**config.mk**
```make
export PLATFORM = sky130hd
export DESIGN_NAME = uart_rx_oversampled
export DESIGN_NICKNAME = d
export VERILOG_FILES = /design/src/rtl/uart_rx_oversampled.sv
export SDC_FILE = /design/constraint.sdc
export NUM_CORES = 1
export LEC_CHECK = 0
export CORE_AREA = 3 3 61 63
export CTS_CLUSTER_DIAMETER = 100
export DETAILED_ROUTE_END_ITERATION = 6
export DIE_AREA = 0 0 64 66
export GPL_ROUTABILITY_DRIVEN = 0
export PLACE_DENSITY = 0.69
export SYNTH_ARGS = -nofsm -noshare
export SYNTH_HDL_FRONTEND = slang
export SYNTH_SLANG_ARGS = --single-unit
export TNS_END_PERCENT = 30
```
**constraint.sdc**
```tcl
create_clock -name clock -period 2.9 [get_ports clock]
set_input_delay 0.29 -clock clock [delete_from_list [all_inputs] [get_ports clock]]
set_output_delay 0.29 -clock clock [all_outputs]
set_load 0.1 [all_outputs]
```
**src/rtl/uart_rx_oversampled.sv**
```systemverilog
// rtl/uart_rx_oversampled.sv - oversampled 8N1 UART receiver feeding the program-load controller
//
// Purpose:
//   Recovers bytes from an asynchronous, idle-high serial line (8 data bits,
//   no parity, 1 stop bit, LSB first). The line is synchronized, the start
//   bit is qualified at its midpoint to reject glitches, each data bit and the
//   stop bit are sampled at mid-bit, and a good frame produces a one-cycle
//   rx_ready strobe together with the new byte on rdata. A low stop bit
//   produces a one-cycle ferr strobe instead, and the receiver then waits for
//   the line to return high before looking for another start bit.
//
// Optional build macro:
//   UART_RX_MAJORITY_EN - when defined, every start/data/stop decision is the
//   2-of-3 majority of the synchronized line around the nominal sample point,
//   and the decision is taken one cycle later than in the default build.
//
// Parameters:
//   CLK_PER_BIT  clock cycles per serial bit (>= 8)
//   SYNC_STAGES  flip-flops in the rxd synchronizer (>= 2)
//
// Ports:
//   clock     system clock
//   reset     asynchronous, active-high reset
//   rxd       raw serial input, idles high, asynchronous to clock
//   rx_ready  one-cycle pulse when a valid byte has been received
//   rdata     last valid received byte, held until the next valid frame
//   ferr      one-cycle pulse when the stop bit is sampled low
//   busy      high whenever the receiver is not idle

module uart_rx_oversampled #(
  parameter int CLK_PER_BIT = 868,
  parameter int SYNC_STAGES = 2
) (
  input  logic       clock,
  input  logic       reset,
  input  logic       rxd,
  output logic       rx_ready,
  output logic [7:0] rdata,
  output logic       ferr,
  output logic       busy
);

  localparam int CW = $clog2(CLK_PER_BIT);

  // Last counter value of a full bit period; data and stop decisions happen here.
  localparam logic [CW-1:0] BIT_LAST = CW'(CLK_PER_BIT - 1);

`ifdef UART_RX_MAJORITY_EN
  // The start decision is taken one cycle after the half-bit point so the
  // three-sample window is centred on it. Every later decision inherits that
  // one-cycle offset because the counter is cleared on entry to DATA, so the
  // window stays centred on each mid-bit and the bit period is unchanged.
  localparam logic [CW-1:0] START_LAST = CW'(CLK_PER_BIT / 2);
`else
  localparam logic [CW-1:0] START_LAST = CW'(CLK_PER_BIT / 2 - 1);
`endif

  typedef enum logic [2:0] {
    S_IDLE,
    S_START,
    S_DATA,
    S_STOP,
    S_BREAK
  } state_t;

  state_t                 state;
  logic [CW-1:0]          cycle_cnt;
  logic [2:0]             bit_cnt;
  logic [7:0]             shift_reg;
  logic [SYNC_STAGES-1:0] sync_q;
  logic                   rxs;
  logic                   sample;

  // ---------------------------------------------------------------------------
  // Synchronizer. Reset to all ones so a released reset looks like an idle line.
  // ---------------------------------------------------------------------------
  always_ff @(posedge clock or posedge reset) begin
    if (reset) begin
      sync_q <= '1;
    end else begin
      sync_q <= {sync_q[SYNC_STAGES-2:0], rxd};
    end
  end

  assign rxs = sync_q[SYNC_STAGES-1];

  // ---------------------------------------------------------------------------
  // Bit decision value
  // ---------------------------------------------------------------------------
`ifdef UART_RX_MAJORITY_EN
  // rxs_hist[0] is rxs one cycle ago, rxs_hist[1] two cycles ago. At a
  // decision cycle these are the nominal sample point and the cycle before it,
  // while rxs itself is the cycle after.
  logic [1:0] rxs_hist;

  always_ff @(posedge clock or posedge reset) begin
    if (reset) begin
      rxs_hist <= '1;
    end else begin
      rxs_hist <= {rxs_hist[0], rxs};
    end
  end

  assign sample = (rxs & rxs_hist[0]) | (rxs & rxs_hist[1]) | (rxs_hist[0] & rxs_hist[1]);
`else
  assign sample = rxs;
`endif

  // ---------------------------------------------------------------------------
  // Receive FSM
  // ---------------------------------------------------------------------------
  always_ff @(posedge clock or posedge reset) begin
    if (reset) begin
      state     <= S_IDLE;
      cycle_cnt <= '0;
      bit_cnt   <= '0;
      shift_reg <= '0;
      rdata     <= '0;
      rx_ready  <= 1'b0;
      ferr      <= 1'b0;
    end else begin
      // Strobes are single-cycle by default.
      rx_ready <= 1'b0;
      ferr     <= 1'b0;

      case (state)
        S_IDLE: begin
          cycle_cnt <= '0;
          if (!rxs) begin
            state <= S_START;
          end
        end

        S_START: begin
          if (cycle_cnt == START_LAST) begin
            cycle_cnt <= '0;
            if (sample) begin
              // Line went back high before mid start bit: treat as a glitch.
              state <= S_IDLE;
            end else begin
              state   <= S_DATA;
              bit_cnt <= '0;
            end
          end else begin
            cycle_cnt <= cycle_cnt + 1'b1;
          end
        end

        S_DATA: begin
          if (cycle_cnt == BIT_LAST) begin
            cycle_cnt <= '0;
            // Shift right with the new bit entering at the top, so the first
            // (least significant) bit ends up in bit 0 after eight samples.
            shift_reg <= {sample, shift_reg[7:1]};
            bit_cnt   <= bit_cnt + 1'b1;
            if (bit_cnt == 3'd7) begin
              state <= S_STOP;
            end
          end else begin
            cycle_cnt <= cycle_cnt + 1'b1;
          end
        end

        S_STOP: begin
          if (cycle_cnt == BIT_LAST) begin
            cycle_cnt <= '0;
            if (sample) begin
              // Leave mid stop bit so a back-to-back start edge is not missed.
              rdata    <= shift_reg;
              rx_ready <= 1'b1;
              state    <= S_IDLE;
            end else begin
              ferr  <= 1'b1;
              state <= S_BREAK;
            end
          end else begin
            cycle_cnt <= cycle_cnt + 1'b1;
          end
        end

        S_BREAK: begin
          // A line held low would otherwise be read as an endless run of
          // 0x00 frames; wait for it to return to idle first.
          cycle_cnt <= '0;
          if (rxs) begin
            state <= S_IDLE;
          end
        end

        default: begin
          cycle_cnt <= '0;
          state     <= S_IDLE;
        end
      endcase
    end
  end

  assign busy = (state != S_IDLE);

endmodule

```
# ---- Word level (Yosys, flattened, before mapping)
# Index checks and enable logic that the tools add are counted.
dict set report totals {
  out_inout_bits 11
  wordCells 54
  inputBits 3
  regBits 36
}
dict set report op_classes {
  n_eq_ne 14
  add_sub_neg 2
  n_mux 22
  n_reduce_logical 8
}
# cell count
set ops {}
lappend ops {{2-to-1 mux 3 bit} 10}
lappend ops {{2-to-1 mux 10 bit} 2}
lappend ops {{case mux 10 bit (2 select lines)} 1}
lappend ops {{case mux 3 bit (5 select lines)} 1}
lappend ops {{inequality test 2 bit (second input constant)} 7}
lappend ops {{adder 10 x 1 -> 10 bit (second input constant)} 1}
lappend ops {{== test 10 bit (second input constant)} 1}
lappend ops {{== test 10 x 9 -> 1 bit (second input constant)} 1}
lappend ops {{== test 3 x 2 -> 1 bit (second input constant)} 2}
lappend ops {{== test 3 bit (second input constant)} 2}
lappend ops {{2-to-1 mux 1 bit} 6}
lappend ops {{case mux 3 bit (2 select lines)} 1}
lappend ops {{AND reduction 6 bit} 1}
lappend ops {{AND reduction 4 bit} 1}
lappend ops {{adder 3 x 1 -> 3 bit (second input constant)} 1}
lappend ops {{== test 3 x 1 -> 1 bit (second input constant)} 1}
lappend ops {{zero test 3 bit} 1}
lappend ops {{AND reduction 3 bit} 1}
lappend ops {{nonzero test 3 bit} 1}
lappend ops {{2-to-1 mux 2 bit} 1}
lappend ops {{AND reduction 2 bit} 1}
lappend ops {{nonzero test 2 bit} 1}
lappend ops {{OR reduction 2 bit} 1}

# ---- Logic depth before layout (Yosys ltp)
dict set report depth {
  ltp_word 4
  mapped_depth 6
  ltp_nobuf 6
}

# ---- Least setup slack after synthesis
# Ideal clock, no wire load.
dict set report synth_path {
  kind {register -> register}
  from {register cycle_cnt[0]}
  to {register rdata[0]}
  arrival_ns 1.680
  n_path_buf 0
  path_stages_with_launch 6
  required_time_ns 2.775
  setup_slack_ns 1.094
  synth_period_minus_slack_ns 1.806
  setup_time_ns 0.125
  cell_sequence {dfrtp_1 ha_1 and4bb_2 nand3_4 nor3_4 mux2_2}
}
dict set report synth_via {
  elab_chain_len 2
}
# element line_no
set synth_lines {}
lappend synth_lines {{from (decl)} 67} ;# logic [CW-1:0] cycle_cnt;
lappend synth_lines {{from (signal assigned)} 145} ;# cycle_cnt <= cycle_cnt + 1'b1;
lappend synth_lines {{from (signal assigned)} 160} ;# cycle_cnt <= cycle_cnt + 1'b1;
lappend synth_lines {{from (signal assigned)} 177} ;# cycle_cnt <= cycle_cnt + 1'b1;
lappend synth_lines {{== test 10 bit} 165} ;# if (cycle_cnt == BIT_LAST) begin
lappend synth_lines {{AND reduction 3 bit (no source line)} --}
lappend synth_lines {{to (signal assigned)} 169} ;# rdata <= shift_reg;
lappend synth_lines {{to (decl)} 38} ;# output logic [7:0] rdata,
# Every way passes these cells.
# A chain may end at the register's enable or synchronous reset.

# ---- Worst setup path after layout
dict set report layout_path {
  from {register cycle_cnt[0]}
  to {register rdata[6]}
}
# The elaborated chain is that of the path after synthesis.

==> flow_summary.json <==
{
  "multiInputGateArea_um2": 686.9,
  "syn-mean-instance-area_um2": 12.38,
  "preCtsSetupSlack_ps": 917.0,
  "areaGrowthSynthToFinish_pct": 13.81,
  "final_max_slew_viol_count": 0,
  "worstMarginPinSlew_ps": 470.9,
  "synth-edff-count": 0,
  "synthXorXnorAreaFrac_pct": 4.321,
  "grt_first_pass_wirelength_um": 4388,
  "post_synth_main_area_contributors": "sky130_fd_sc_hd__dfrtp_1 52%, sky130_fd_sc_hd__mux2_2 11%, sky130_fd_sc_hd__dfstp_2 3.2%, sky130_fd_sc_hd__nor2_1 3.2%, sky130_fd_sc_hd__xor2_1 3.2%",
  "largest_register_ffs": 10,
  "ff_latch_area_um2": 903.4,
  "worstSetupStartpointType": "register",
  "synth_area_mm2": 0.001622,
  "report.power.total_uw": 858.1,
  "grt_use_total_pct": 13.94,
  "fillers": 277,
  "yosys-mux-area-fraction_pct": 11.73,
  "most_common_library_cells_after_synthesis": "34 x sky130_fd_sc_hd__dfrtp_1, 16 x sky130_fd_sc_hd__mux2_2, 14 x sky130_fd_sc_hd__nor2_1",
  "maxUsedRoutingLayer": "met4",
  "setup_viol": 0,
  "postSynthCellCount": 131,
  "worstSetupPathType": "reg2reg",
  "asyncSetResetFlopFracSynth_pct": 100.0,
  "design.final.nets": 156,
  "critical_path.max_stage_delay_ps": 420,
  "postLayoutCoreUtil_pct": 56.19,
  "placed_cells_incl_taps": 188,
  "period_minus_slack_ps": 1959,
  "route.detailed.drc": 0,
  "yosysMostFrequentCell": "sky130_fd_sc_hd__dfrtp_1",
  "cts-buffers-inserted": 5,
  "power.leakage_nw": 0.8921,
  "initialDrtViolationCount": 53,
  "crit_path_cells": "ha_1 > and4bb_2 > nand3_4 > nor3_4 > mux2_2",
  "dp.final_hpwl_um": 1835,
  "timing.slew.headroom_pct": 68.52,
  "grt_setup_unrepaired": "no",
  "max_freq_ghz": 0.5103,
  "routedWlPerCell_um": 13.06,
  "fin_setup_tns_ps": 0,
  "number_of_antenna_violations_at_the_first_check_in_global_routing": 0,
  "layout.cells.non_filler": 196,
  "post_cts_resize_count": 0,
  "worst_ep_required_time_ps": 3110,
  "drv.max_cap_violation_count": 0,
  "syn_nets": 138,
  "std_cell_rows": 21,
  "post-synth-top-area-cell": "sky130_fd_sc_hd__dfrtp_1",
  "cts_max_path_buffers": 2,
  "synth_compound_area_share_pct": 5.478,
  "detailroute.wirelength.met3_um": 106,
  "finalHoldViolCount": 0,
  "clock_tree.htree_level_count": 2,
  "fp.dieW_um": 64,
  "core_region_area_mm2": 0.003284,
  "cp-end-kind": "register",
  "cpMaxStageDelayCell": "sky130_fd_sc_hd__dfrtp_1",
  "met1Wirelength_um": 1120,
  "holdBufCountCts": 0,
  "hp-class": "in2async",
  "layout_worst_path_cycle_share_pct": 67.57,
  "start_util_pct": 49.37,
  "adder_cell_area_share_of_the_yosys_netlist_pct": 3.086,
  "vias": 1018,
  "root_driver": "sky130_fd_sc_hd__clkbuf_4",
  "largest_net_degree_at_the_start_of_global_routing": 37,
  "tritoncts": "done",
  "wire_length_on_met2_um": 1282,
  "grt_pass1_vias": 964,
  "antennaDiodeCount": 0,
  "outcome": "finished, final reports clean",
  "critPathMaxFanout": 9,
  "synth_cell_types": 39,
  "synthSimpleGateAreaFrac_pct": 17.75,
  "synth_top_family_by_area": "simple AND/OR/NAND/NOR gates",
  "grt_overflow_total": 0,
  "post_cts.repair.setup_buffers": 0,
  "highest_ir_drop_seen_on_vdd_mv": 0.2033,
  "final_critical_path_setup_slack_ps": 940.5,
  "synthFlopType": "sky130_fd_sc_hd__dfrtp_1",
  "netlist.area_leader.share_pct": 52.47,
  "synthesis.yosys.warnings": 0,
  "ant_nets": 0,
  "numPortBuffers": 13,
  "final_layout_size_suffix_gt1_share_pct": 28.67,
  "numClockSinks": 36,
  "cts.reportedPaths.clkPinSlew_ps": 110,
  "clock_insertion_delay_at_the_later_pin_of_the_skew_report_ps": 330,
  "synth_seq_cells": 36,
  "proportion_of_synthesized_chip_area_in_sequential_cells_pct": 55.71,
  "final.setup_skew_ps": 10.78,
  "drt-pass1-iter-count": 4,
  "power_per_cell_area_mw_per_mm2": 465.0,
  "routed_wl_um": 2559,
  "total_i_o_pin_count": 14,
  "crit_arrival_ps": 2170,
  "dieArea_mm2": 0.004224,
  "vias_per_cell": 5.194,
  "chip_height_um": 66
}
-- cells in the final DEF (no fill, tap or decap), drive strengths merged, types with 2 or more instances in the layout --
master and count:
a21oi 2, a22o 2, and2 2, and3 2, buf 12, clkbuf 6
clkdlybuf4s50 2, dfrtp 34, dfstp 2, ha 4, inv 3, mux2 16
nand2 7, nand3 6, nand4 3, nor2 14, nor2b 2, nor3 2
nor3b 3, o21ai 4, xnor2 2, xor2 6
-- power by group --
| group | internal (mW) | leakage [nW] | total [mW] | switching (mW) |
|---|---|---|---|---|
| registers | 0.504 | 0.481 | 0.505 | 0.000944 |
| logic | 0.00397 | 0.369 | 0.0152 | 0.0112 |
| clock network | 0.181 | 0.0422 | 0.338 | 0.157 |
| total | 0.689 | 0.892 | 0.858 | 0.169 |
-- worst max-delay path, delay by kind of cell (launching register included) --
kind                     cells  cell delay, ps
adder cells (fa/ha/maj)      1             210
flip-flops                   1             420
multiplexers                 1             380
AND/OR/NAND/NOR              3             830
-- cell families (layout without fill, tap and decap cells) --
kind of cell             count (synthesis)  after routing
AO/OA/AOI/OAI                           13             13
XOR/XNOR                                 8              8
adder cells (fa/ha/maj)                  4              4
buffers and inverters                    6             25
flip-flops                              36             36
multiplexers                            17             17
AND/OR/NAND/NOR                         47             47
-- final timing paths --
path / cells past startpoint / start / endpoint / slack, ps
worst max register to register: 5 / cycle_cnt[0] / rdata[6] / 940
max in group asynchronous: 3 / reset / sync_q[1] / 2220
worst min-delay path: 3 / reset / shift_reg[7] / 350
worst max-delay path: 5 / cycle_cnt[0] / rdata[6] / 940
worst min register to register: 0 / sync_q[0] / sync_q[1] / 360
min in group clock: 1 / rxd / sync_q[0] / 360
-- through the flow --
step,hold WS [ps],instance area (um^2)
after floorplan,294.5,1622
after global placement,347.0,1769
after detailed placement,347.5,1769
after CTS,341.6,1846
after global routing,327.7,1846
final,346.0,1846
-- layout make-up --
class / instances / area share, %
flip-flops and latches: 36 / 48.95
clock buffers: 6 / 2.237
well taps: 46 / 3.119
clock inverters: 2 / 1.898
repair buffers: 14 / 5.966
inverters: 3 / 0.6102
multi-input cells: 89 / 37.22
-- per-layer routing --
layer	up-vias	GRT usage, %
li1	498	-
met1	501	17.24
met2	14	21.55
met3	5	5.272
met4	0	6.469
met5	-	0
Power figures use the tool's default switching activity.
